===== config.mk =====
export PLATFORM = sky130hd
export DESIGN_NAME = reservation_station_aq
export DESIGN_NICKNAME = d
export VERILOG_FILES = /design/src/rtl/reservation_station_aq_pkg.sv /design/src/rtl/reservation_station_aq_age_matrix_picker.sv /design/src/rtl/reservation_station_aq.sv
export SDC_FILE = /design/constraint.sdc
export NUM_CORES = 1
export LEC_CHECK = 0
export CAP_MARGIN = 20
export CORE_MARGIN = 2
export CORE_UTILIZATION = 55
export CTS_BUF_LIST = sky130_fd_sc_hd__clkbuf_2
export CTS_CLUSTER_SIZE = 12
export DETAILED_ROUTE_END_ITERATION = 8
export PLACE_DENSITY = 0.76
export SLEW_MARGIN = 10
export SYNTH_ARGS = -nofsm -noshare
export SYNTH_HDL_FRONTEND = slang
export SYNTH_SLANG_ARGS = --single-unit

===== constraint.sdc =====
create_clock -name clk_in -period 3.6 [get_ports clk_in]
set_input_delay 0.54 -clock clk_in [delete_from_list [all_inputs] [get_ports clk_in]]
set_output_delay 0.54 -clock clk_in [all_outputs]
set_load 0.1 [all_outputs]

===== src/rtl/reservation_station_aq_pkg.sv =====
// Shared defaults and opcode encoding for the age-ordered reservation station.
// The entry struct lives in the top so its field widths follow the instance parameters.
package reservation_station_aq_pkg;

    localparam int RS_DEPTH     = 4;
    localparam int RS_XLEN      = 32;
    localparam int RS_ROB_PTR_W = 3;
    localparam int RS_OP_W      = 4;

    typedef enum logic [RS_OP_W-1:0] {
        ALU_ADD  = 4'd0,
        ALU_SUB  = 4'd1,
        ALU_AND  = 4'd2,
        ALU_OR   = 4'd3,
        ALU_XOR  = 4'd4,
        ALU_SLL  = 4'd5,
        ALU_SRL  = 4'd6,
        ALU_SRA  = 4'd7,
        ALU_SLT  = 4'd8,
        ALU_SLTU = 4'd9
    } alu_func_e;

endpackage


===== src/rtl/reservation_station_aq_age_matrix_picker.sv =====
// Age matrix for the reservation station: older_q[e][k]=1 means entry k is older than e.
// Picks the single oldest eligible entry as a one-hot vector.
module reservation_station_aq_age_matrix_picker #(
    parameter int DEPTH = 4
) (
    input  logic             clk_in,
    input  logic             rst_n_in,
    input  logic             flush_in,
    input  logic [DEPTH-1:0] valid_in,
    input  logic [DEPTH-1:0] alloc_oh_in,
    input  logic [DEPTH-1:0] free_oh_in,
    input  logic [DEPTH-1:0] elig_in,
    output logic [DEPTH-1:0] oldest_oh_out
);

    logic [DEPTH-1:0] older_q [DEPTH];

    // A new row snapshots current occupancy, minus anything leaving this same cycle.
    always_ff @(posedge clk_in or negedge rst_n_in) begin
        if (!rst_n_in) begin
            for (int e = 0; e < DEPTH; e++) older_q[e] <= '0;
        end else if (flush_in) begin
            for (int e = 0; e < DEPTH; e++) older_q[e] <= '0;
        end else begin
            for (int e = 0; e < DEPTH; e++) begin
                for (int k = 0; k < DEPTH; k++) begin
                    if (alloc_oh_in[e])
                        older_q[e][k] <= valid_in[k] & ~free_oh_in[k];
                    else if (alloc_oh_in[k] | free_oh_in[k])
                        older_q[e][k] <= 1'b0;
                end
            end
        end
    end

    always_comb begin
        oldest_oh_out = '0;
        for (int e = 0; e < DEPTH; e++)
            oldest_oh_out[e] = elig_in[e] & ~(|(older_q[e] & elig_in));
    end

endmodule


===== src/rtl/reservation_station_aq.sv =====
// Age-ordered reservation station: captures operands from the CDB (with issue bypass)
// and hands the oldest ready micro-op to the FU through a registered valid/ready stage.
module reservation_station_aq
    import reservation_station_aq_pkg::*;
#(
    parameter int DEPTH     = RS_DEPTH,
    parameter int XLEN      = RS_XLEN,
    parameter int ROB_PTR_W = RS_ROB_PTR_W,
    parameter int OP_W      = RS_OP_W,
    localparam int CNT_W    = $clog2(DEPTH + 1)
) (
    input  logic                 clk_in,
    input  logic                 rst_n_in,
    input  logic                 flush_in,
    input  logic                 issue_valid_in,
    output logic                 issue_ready_out,
    input  logic [ROB_PTR_W-1:0] issue_qi_in,
    input  logic [ROB_PTR_W-1:0] issue_qj_in,
    input  logic [XLEN-1:0]      issue_vi_in,
    input  logic [XLEN-1:0]      issue_vj_in,
    input  logic                 issue_i_ready_in,
    input  logic                 issue_j_ready_in,
    input  logic [ROB_PTR_W-1:0] issue_rob_ix_in,
    input  logic [OP_W-1:0]      issue_opcode_in,
    input  logic                 cdb_valid_in,
    input  logic [ROB_PTR_W-1:0] cdb_rob_ix_in,
    input  logic [XLEN-1:0]      cdb_value_in,
    output logic                 disp_valid_out,
    input  logic                 disp_ready_in,
    output logic [XLEN-1:0]      disp_vi_out,
    output logic [XLEN-1:0]      disp_vj_out,
    output logic [OP_W-1:0]      disp_opcode_out,
    output logic [ROB_PTR_W-1:0] disp_rob_ix_out,
    output logic [CNT_W-1:0]     count_out
);

    typedef struct packed {
        logic [ROB_PTR_W-1:0] qi;
        logic [ROB_PTR_W-1:0] qj;
        logic [XLEN-1:0]      vi;
        logic [XLEN-1:0]      vj;
        logic                 i_rdy;
        logic                 j_rdy;
        logic [ROB_PTR_W-1:0] rob_ix;
        logic [OP_W-1:0]      opcode;
    } rs_entry_t;

    rs_entry_t        ent_q [DEPTH];
    logic [DEPTH-1:0] valid_q;
    logic [CNT_W-1:0] count_q;
    logic             disp_valid_q;

    logic [DEPTH-1:0] alloc_oh, free_oh, elig, oldest_oh;
    logic             issue_fire, disp_load, take, alloc_found;
    logic             byp_i, byp_j;
    rs_entry_t        new_ent, sel_ent;

    assign issue_ready_out = (count_q < CNT_W'(DEPTH));
    assign issue_fire      = issue_valid_in & issue_ready_out;
    assign disp_load       = ~disp_valid_q | disp_ready_in;
    assign free_oh         = oldest_oh & {DEPTH{disp_load}};
    assign take            = |free_oh;

    always_comb begin
        alloc_oh    = '0;
        alloc_found = 1'b0;
        for (int e = 0; e < DEPTH; e++) begin
            if (!valid_q[e] && !alloc_found) begin
                alloc_oh[e] = issue_fire;
                alloc_found = 1'b1;
            end
        end
    end

    always_comb begin
        elig = '0;
        for (int e = 0; e < DEPTH; e++)
            elig[e] = valid_q[e] & ent_q[e].i_rdy & ent_q[e].j_rdy;
    end

    // Operands produced on the CDB in the issue cycle are captured directly.
    always_comb begin
        byp_i          = ~issue_i_ready_in & cdb_valid_in & (cdb_rob_ix_in == issue_qi_in);
        byp_j          = ~issue_j_ready_in & cdb_valid_in & (cdb_rob_ix_in == issue_qj_in);
        new_ent.qi     = issue_qi_in;
        new_ent.qj     = issue_qj_in;
        new_ent.vi     = byp_i ? cdb_value_in : issue_vi_in;
        new_ent.vj     = byp_j ? cdb_value_in : issue_vj_in;
        new_ent.i_rdy  = issue_i_ready_in | byp_i;
        new_ent.j_rdy  = issue_j_ready_in | byp_j;
        new_ent.rob_ix = issue_rob_ix_in;
        new_ent.opcode = issue_opcode_in;
    end

    always_comb begin
        sel_ent = '0;
        for (int e = 0; e < DEPTH; e++)
            if (oldest_oh[e]) sel_ent = sel_ent | ent_q[e];
    end

    reservation_station_aq_age_matrix_picker #(.DEPTH(DEPTH)) u_picker (
        .clk_in        (clk_in),
        .rst_n_in      (rst_n_in),
        .flush_in      (flush_in),
        .valid_in      (valid_q),
        .alloc_oh_in   (alloc_oh),
        .free_oh_in    (free_oh),
        .elig_in       (elig),
        .oldest_oh_out (oldest_oh)
    );

    // Ready operands are never overwritten; only waiting ones snoop the CDB.
    always_ff @(posedge clk_in or negedge rst_n_in) begin
        if (!rst_n_in) begin
            valid_q <= '0;
            for (int e = 0; e < DEPTH; e++) ent_q[e] <= '0;
        end else if (flush_in) begin
            valid_q <= '0;
        end else begin
            for (int e = 0; e < DEPTH; e++) begin
                if (alloc_oh[e]) begin
                    valid_q[e] <= 1'b1;
                    ent_q[e]   <= new_ent;
                end else begin
                    if (free_oh[e]) valid_q[e] <= 1'b0;
                    if (valid_q[e] && cdb_valid_in) begin
                        if (!ent_q[e].i_rdy && ent_q[e].qi == cdb_rob_ix_in) begin
                            ent_q[e].vi    <= cdb_value_in;
                            ent_q[e].i_rdy <= 1'b1;
                        end
                        if (!ent_q[e].j_rdy && ent_q[e].qj == cdb_rob_ix_in) begin
                            ent_q[e].vj    <= cdb_value_in;
                            ent_q[e].j_rdy <= 1'b1;
                        end
                    end
                end
            end
        end
    end

    always_ff @(posedge clk_in or negedge rst_n_in) begin
        if (!rst_n_in) begin
            disp_valid_q    <= 1'b0;
            disp_vi_out     <= '0;
            disp_vj_out     <= '0;
            disp_opcode_out <= '0;
            disp_rob_ix_out <= '0;
        end else if (flush_in) begin
            disp_valid_q <= 1'b0;
        end else if (disp_load) begin
            disp_valid_q <= take;
            if (take) begin
                disp_vi_out     <= sel_ent.vi;
                disp_vj_out     <= sel_ent.vj;
                disp_opcode_out <= sel_ent.opcode;
                disp_rob_ix_out <= sel_ent.rob_ix;
            end
        end
    end

    always_ff @(posedge clk_in or negedge rst_n_in) begin
        if (!rst_n_in)
            count_q <= '0;
        else if (flush_in)
            count_q <= '0;
        else
            count_q <= count_q + {{(CNT_W-1){1'b0}}, issue_fire} - {{(CNT_W-1){1'b0}}, take};
    end

    assign disp_valid_out = disp_valid_q;
    assign count_out      = count_q;

endmodule


---- Word level (Yosys, flattened, before mapping) ----
Cells that the tools add are included.
storage, ports and cells
  bits in registers ....................... 411
  bits of input ports ..................... 120
  logic and storage cells ................. 268
cells by class
  $add $sub $neg .......................... 2
  $lt $le $gt $ge ......................... 1
  equality and inequality tests ........... 10
  muxes and demuxes ....................... 70
  bitwise operators ....................... 48
  reductions and logical operators ........ 79
operators with widths
  cell                                         number
  66-bit two-way mux                           8
  32-bit two-way mux                           10
  73-bit two-way mux                           4
  73-bit OR                                    3
  3-bit nonzero test                           20
  1-bit two-way mux                            45
  3-bit == test                                10
  3-bit AND reduction                          9
  2-bit nonzero test                           13
  1-bit AND                                    21
  4-bit AND                                    5
  4-bit OR reduction                           5
  16-bit two-way mux                           1
  1-bit logical AND                            15
  1-bit logical NOT                            13
  1-bit NOT                                    12
  2-bit AND reduction                          4
  1-bit OR                                     7
  4-bit two-way mux                            1
  3-bit by 1-bit adder with 3-bit output       1
  3-bit < comparator (second input constant)   1
  3-bit two-way mux                            1
  3-bit by 1-bit subtractor with 3-bit output  1

---- Logic depth before layout (Yosys ltp) ----
  depth after elaboration ................. 13
  gate-level depth with buffers ........... 13

---- Cells and area by module ----
A second synthesis with hierarchy kept.
unflattened totals
  cells, all modules ...................... 1,907
  area, all modules ....................... 22,358.9 µm²
by module, submodules not included
  module                                    instances  cells each  area each (µm²)  sequential area each (µm²)
  reservation_station_aq                    1          1,827       21,544.4         9,884.5
  reservation_station_aq_age_matrix_picker  1          80          814.5            400.4

---- Worst setup path before layout ----
OpenSTA, ideal clock, no wires.
  path kind ............................... register -> register
  from .................................... register count_q[2] (netlist: count_out[2])
  to ...................................... register count_q[2] (netlist: count_out[2])
  data arrival time ....................... 2,397 ps
  setup slack ............................. 1,071 ps
  stages on the path, launching flop included .. 10
  clock period less this slack ............ 2,529 ps
  cell sequence ........................... dfrtp_1 > nor2b_1 > nor3_1 > nand2b_1 > ha_1 > inv_1 > fa_1 > xnor2_1 > xnor2_1 > nor2_1
between the ends
  cells in the longest elaborated chain, start to end .. 5
RTL lines
  what                                             line                           text
  start: declaration                               reservation_station_aq.sv:50   logic [CNT_W-1:0] count_q;
  start signal: assignment                         reservation_station_aq.sv:167  count_q <= count_q + {{(CNT_W-1){1'b0}}, issue_fire} - {{(CNT_W-1){1'b0}}, take};
  3-bit < comparator                               reservation_station_aq.sv:58   assign issue_ready_out = (count_q < CNT_W'(DEPTH));
  1-bit AND                                        reservation_station_aq.sv:59   assign issue_fire = issue_valid_in & issue_ready_out;
  3-bit by 1-bit adder with 3-bit output (*)       reservation_station_aq.sv:167
  3-bit by 1-bit subtractor with 3-bit output (*)  reservation_station_aq.sv:167
  3-bit two-way mux (*)                            reservation_station_aq.sv:164  else if (flush_in)
Every way passes the cells marked *; elsewhere a longest branch is shown, timed or not.
A chain may end at the register's enable or synchronous reset.

---- Final worst setup path ----
  from .................................... register count_q[2] (netlist: count_out[2])
  to ...................................... output issue_ready_out
between the ends
  cells in the longest elaborated chain, start to end .. 1
RTL lines
  what                line                          text
  3-bit < comparator  reservation_station_aq.sv:58
  end: declaration    reservation_station_aq.sv:16  output logic issue_ready_out,
Every way passes these cells.

==> impl_metrics.yaml <==
power_and_ir_drop:
  power.switching_w: 0.00748
  seq_power_share_pct: 41.8
  power.share.clock_pct: 17.8
  power.total_w: 0.0173
  combPwrFrac_pct: 40.4
  internal-power_w: 0.00987
  ir_drop_uv: 631
  swShare_pct: 43.1
  power_density_nw_per_um2: 744
  p_leak_nw: 11.7
die:
  io_pins: 196
  start_util_pct: 55.4
  chipWidth_um: 195
  core.rowCount: 70
  die_area_um2: 38100
  die-height_um: 195
  core_um2: 36300
min_path:
  hold_class: "input pin to async pin"
grt:
  grt_pass1_vias: 16000
  antenna_found_initial: 6
  grt_usage_pct: 29.3
  grt_pass1_wl_um: 87300
  grt.overflow.total: 0
  grt_start_max_net_pins: 97
drt:
  drt-initial-drc-count: 1378
  ant_nets: 0
  first_pass_iters: 5
  routed_via_density: 6.05
  vias: 15600
  drc_errors: 0
  wl_um: 55100
  wl_per_cell_um: 21.4
job:
  drv_cap: 0
cts:
  tritoncts: "done"
  clk_latency_ns: 1.05
  ctsHoldBuffers: 1
  cts_setup_buffers: 0
  cts-root-buf: "clkbuf_2"
  clkTransAtPathRegs_ns: 0.11
  htree_levels: 3
  cts.sinks: 411
  numCtsBuffers: 102
  cts_buffer_depth: 3
  cts_repair_resize_count: 0
setup_path:
  worstSetupEndpointType: "output pin"
  path_class: "flip-flop to output pin"
  cp-start-kind: "flip-flop"
  crit_path_max_fanout: 7
  required_ns: 3.06
  arrival_ns: 2.64
sta:
  setup_viol: 0
  max_slew_margin_pct: 24.9
  max_freq_mhz: 314
  worst_pin_slew_ns: 1.13
  slew_violations: 0
  report.final.hold_viol_count: 0
  fin_skew_ns: 0.106
  rsz0062_at_grt: "false"
  fin_tns_setup_ns: 0
  fin_crit_sh_pct: 88.5
  period_needed_ns: 3.18
logic_synthesis:
  synth_area_um2: 20100
  synth-async-reset-ratio_pct: 100
  synth_cell_types: 37
  syn_avg_cell_area_um2: 10.7
  synth_nets: 1996
  synth-seq-cells: 411
  netlist.area_leader.share_pct: 51.1
  yosys-top-cells-count: "dfrtp_1 (411), nor2_1 (282), a21oi_1 (278), mux2i_1 (256), a22oi_1 (142)"
  yosys_warnings: 0
  seq_area_frac_synth_pct: 51.1
  syn_inst: 1874
  synth_top_area_cell: "dfrtp_1"
  synth_flop_cell: "dfrtp_1"
  synth-edff-count: 0
  netlist_top_cells_area: "dfrtp_1 (51%), mux2i_1 (13%), a21oi_1 (6.9%), a22oi_1 (5.3%), nor2_1 (5.3%)"
  yosysMostFrequentCell: "dfrtp_1"
placed_design:
  port_buffers: 195
  place_congestion: 0.849
  dp_hpwl_um: 33500
  placed_cells: 2407
run_status:
  status: "complete, no violations"
layout:
  finalNetCount: 2166
  drive_gt1_share_pct: 16.1
  syn_to_final_growth_pct: 15.9
  final_cells: 2570
  fillers: 2868
==> logic make-up (layout without fill, tap and decap cells) <==
family	after synthesis	in the layout	synth area share (%)
other cells	0	2	0
buf+inv	175	401	4.28
flops	411	411	51.1
simple gates	443	443	9.48
fa+ha+maj	2	2	0.162
mux	379	379	20.9
compound gates	432	432	12.6
xor+xnor	32	32	1.39
==> flip-flops by register name, indices dropped and copies added (netlist names) <==
signal,flops
count_out,3
disp_opcode_out,4
disp_rob_ix_out,3
disp_valid_out,1
disp_vi_out,32
disp_vj_out,32
ent_q,316
u_picker.older_q,16
valid_q,4
==> power groups by stage <==
stage / Sequential [W] / Combinational (W) / Clock, W
after global placement: 0.00723 / 0.00685 / 0
final: 0.00725 / 0.00701 / 0.00309
after floorplan: 0.00971 / 0.00271 / 0
after detailed placement: 0.00732 / 0.00700 / 0
after global routing: 0.00744 / 0.00743 / 0.00340
after CTS: 0.00724 / 0.00702 / 0.00317
==> per-stage QoR <==
stage	util (%)	instance area (um2)	hold WS (ns)	setup slack [ns]
after detailed placement	61.7	22400	0.493	0.730
after CTS	64.2	23300	0.0559	0.320
after global placement	61.7	22400	0.489	0.776
after global routing	64.2	23300	0.109	0.320
final	64.2	23300	0.0727	0.416
after floorplan	-	20100	0.244	1.07
==> layer usage <==
layer / GRT usage, % / vias up / part of all wire (%)
met1: 39.4 / 7750 / 42
met5: 0 / - / 0.098
met4: 11.8 / 8 / 2.7
met2: 46.5 / 686 / 47
met3: 6.37 / 111 / 8.3
li1: - / 6998 / -
==> cell usage in the layout (no fill, tap or decap), drive strengths merged, types with 32 or more instances in the layout <==
master,synthesis,final
a21oi,278,278
nor2,282,282
a22oi,142,142
mux2i,256,256
clkdlybuf4s50,0,194
mux2,123,123
nand2,90,90
buf,67,41
clkbuf,103,144
dfrtp,411,411
xnor2,32,32
==> layout make-up <==
type / instances / area, um2 / area share (%)
Inverter: 5 / 18.8 / 0.0805
Sequential cell: 411 / 10300 / 44.1
Timing Repair Buffer: 236 / 2470 / 10.6
Multi-Input combinational cell: 1288 / 9100 / 39.0
Tap cell: 468 / 586 / 2.51
Clock inverter: 16 / 149 / 0.638
Antenna cell: 2 / 5.00 / 0.0215
Clock buffer: 144 / 721 / 3.09
==> worst max-delay path, cell delays in order, from the launching register on <==
cell,delay (ns)
dfrtp_1,0.44
inv_1,0.11
clkdlybuf4s50_1,1.14
==> final timing paths <==
path / startpoint / endpoint / slack (ns) / cells after the start
setup / recovery: count_out[2] / issue_ready_out / 0.42 / 2
hold / removal: rst_n_in / ent_q[13] / 0.07 / 2
setup reg to reg: valid_q[0] / count_out[2] / 0.90 / 11
hold reg to reg: disp_rob_ix_out[2] / disp_rob_ix_out[2] / 0.51 / 1
max in group asynchronous: rst_n_in / ent_q[229] / 2.48 / 3
min in group clk_in: issue_vj_in[2] / ent_q[11] / 0.21 / 3
No activity file was read; power rests on OpenSTA's default activity.
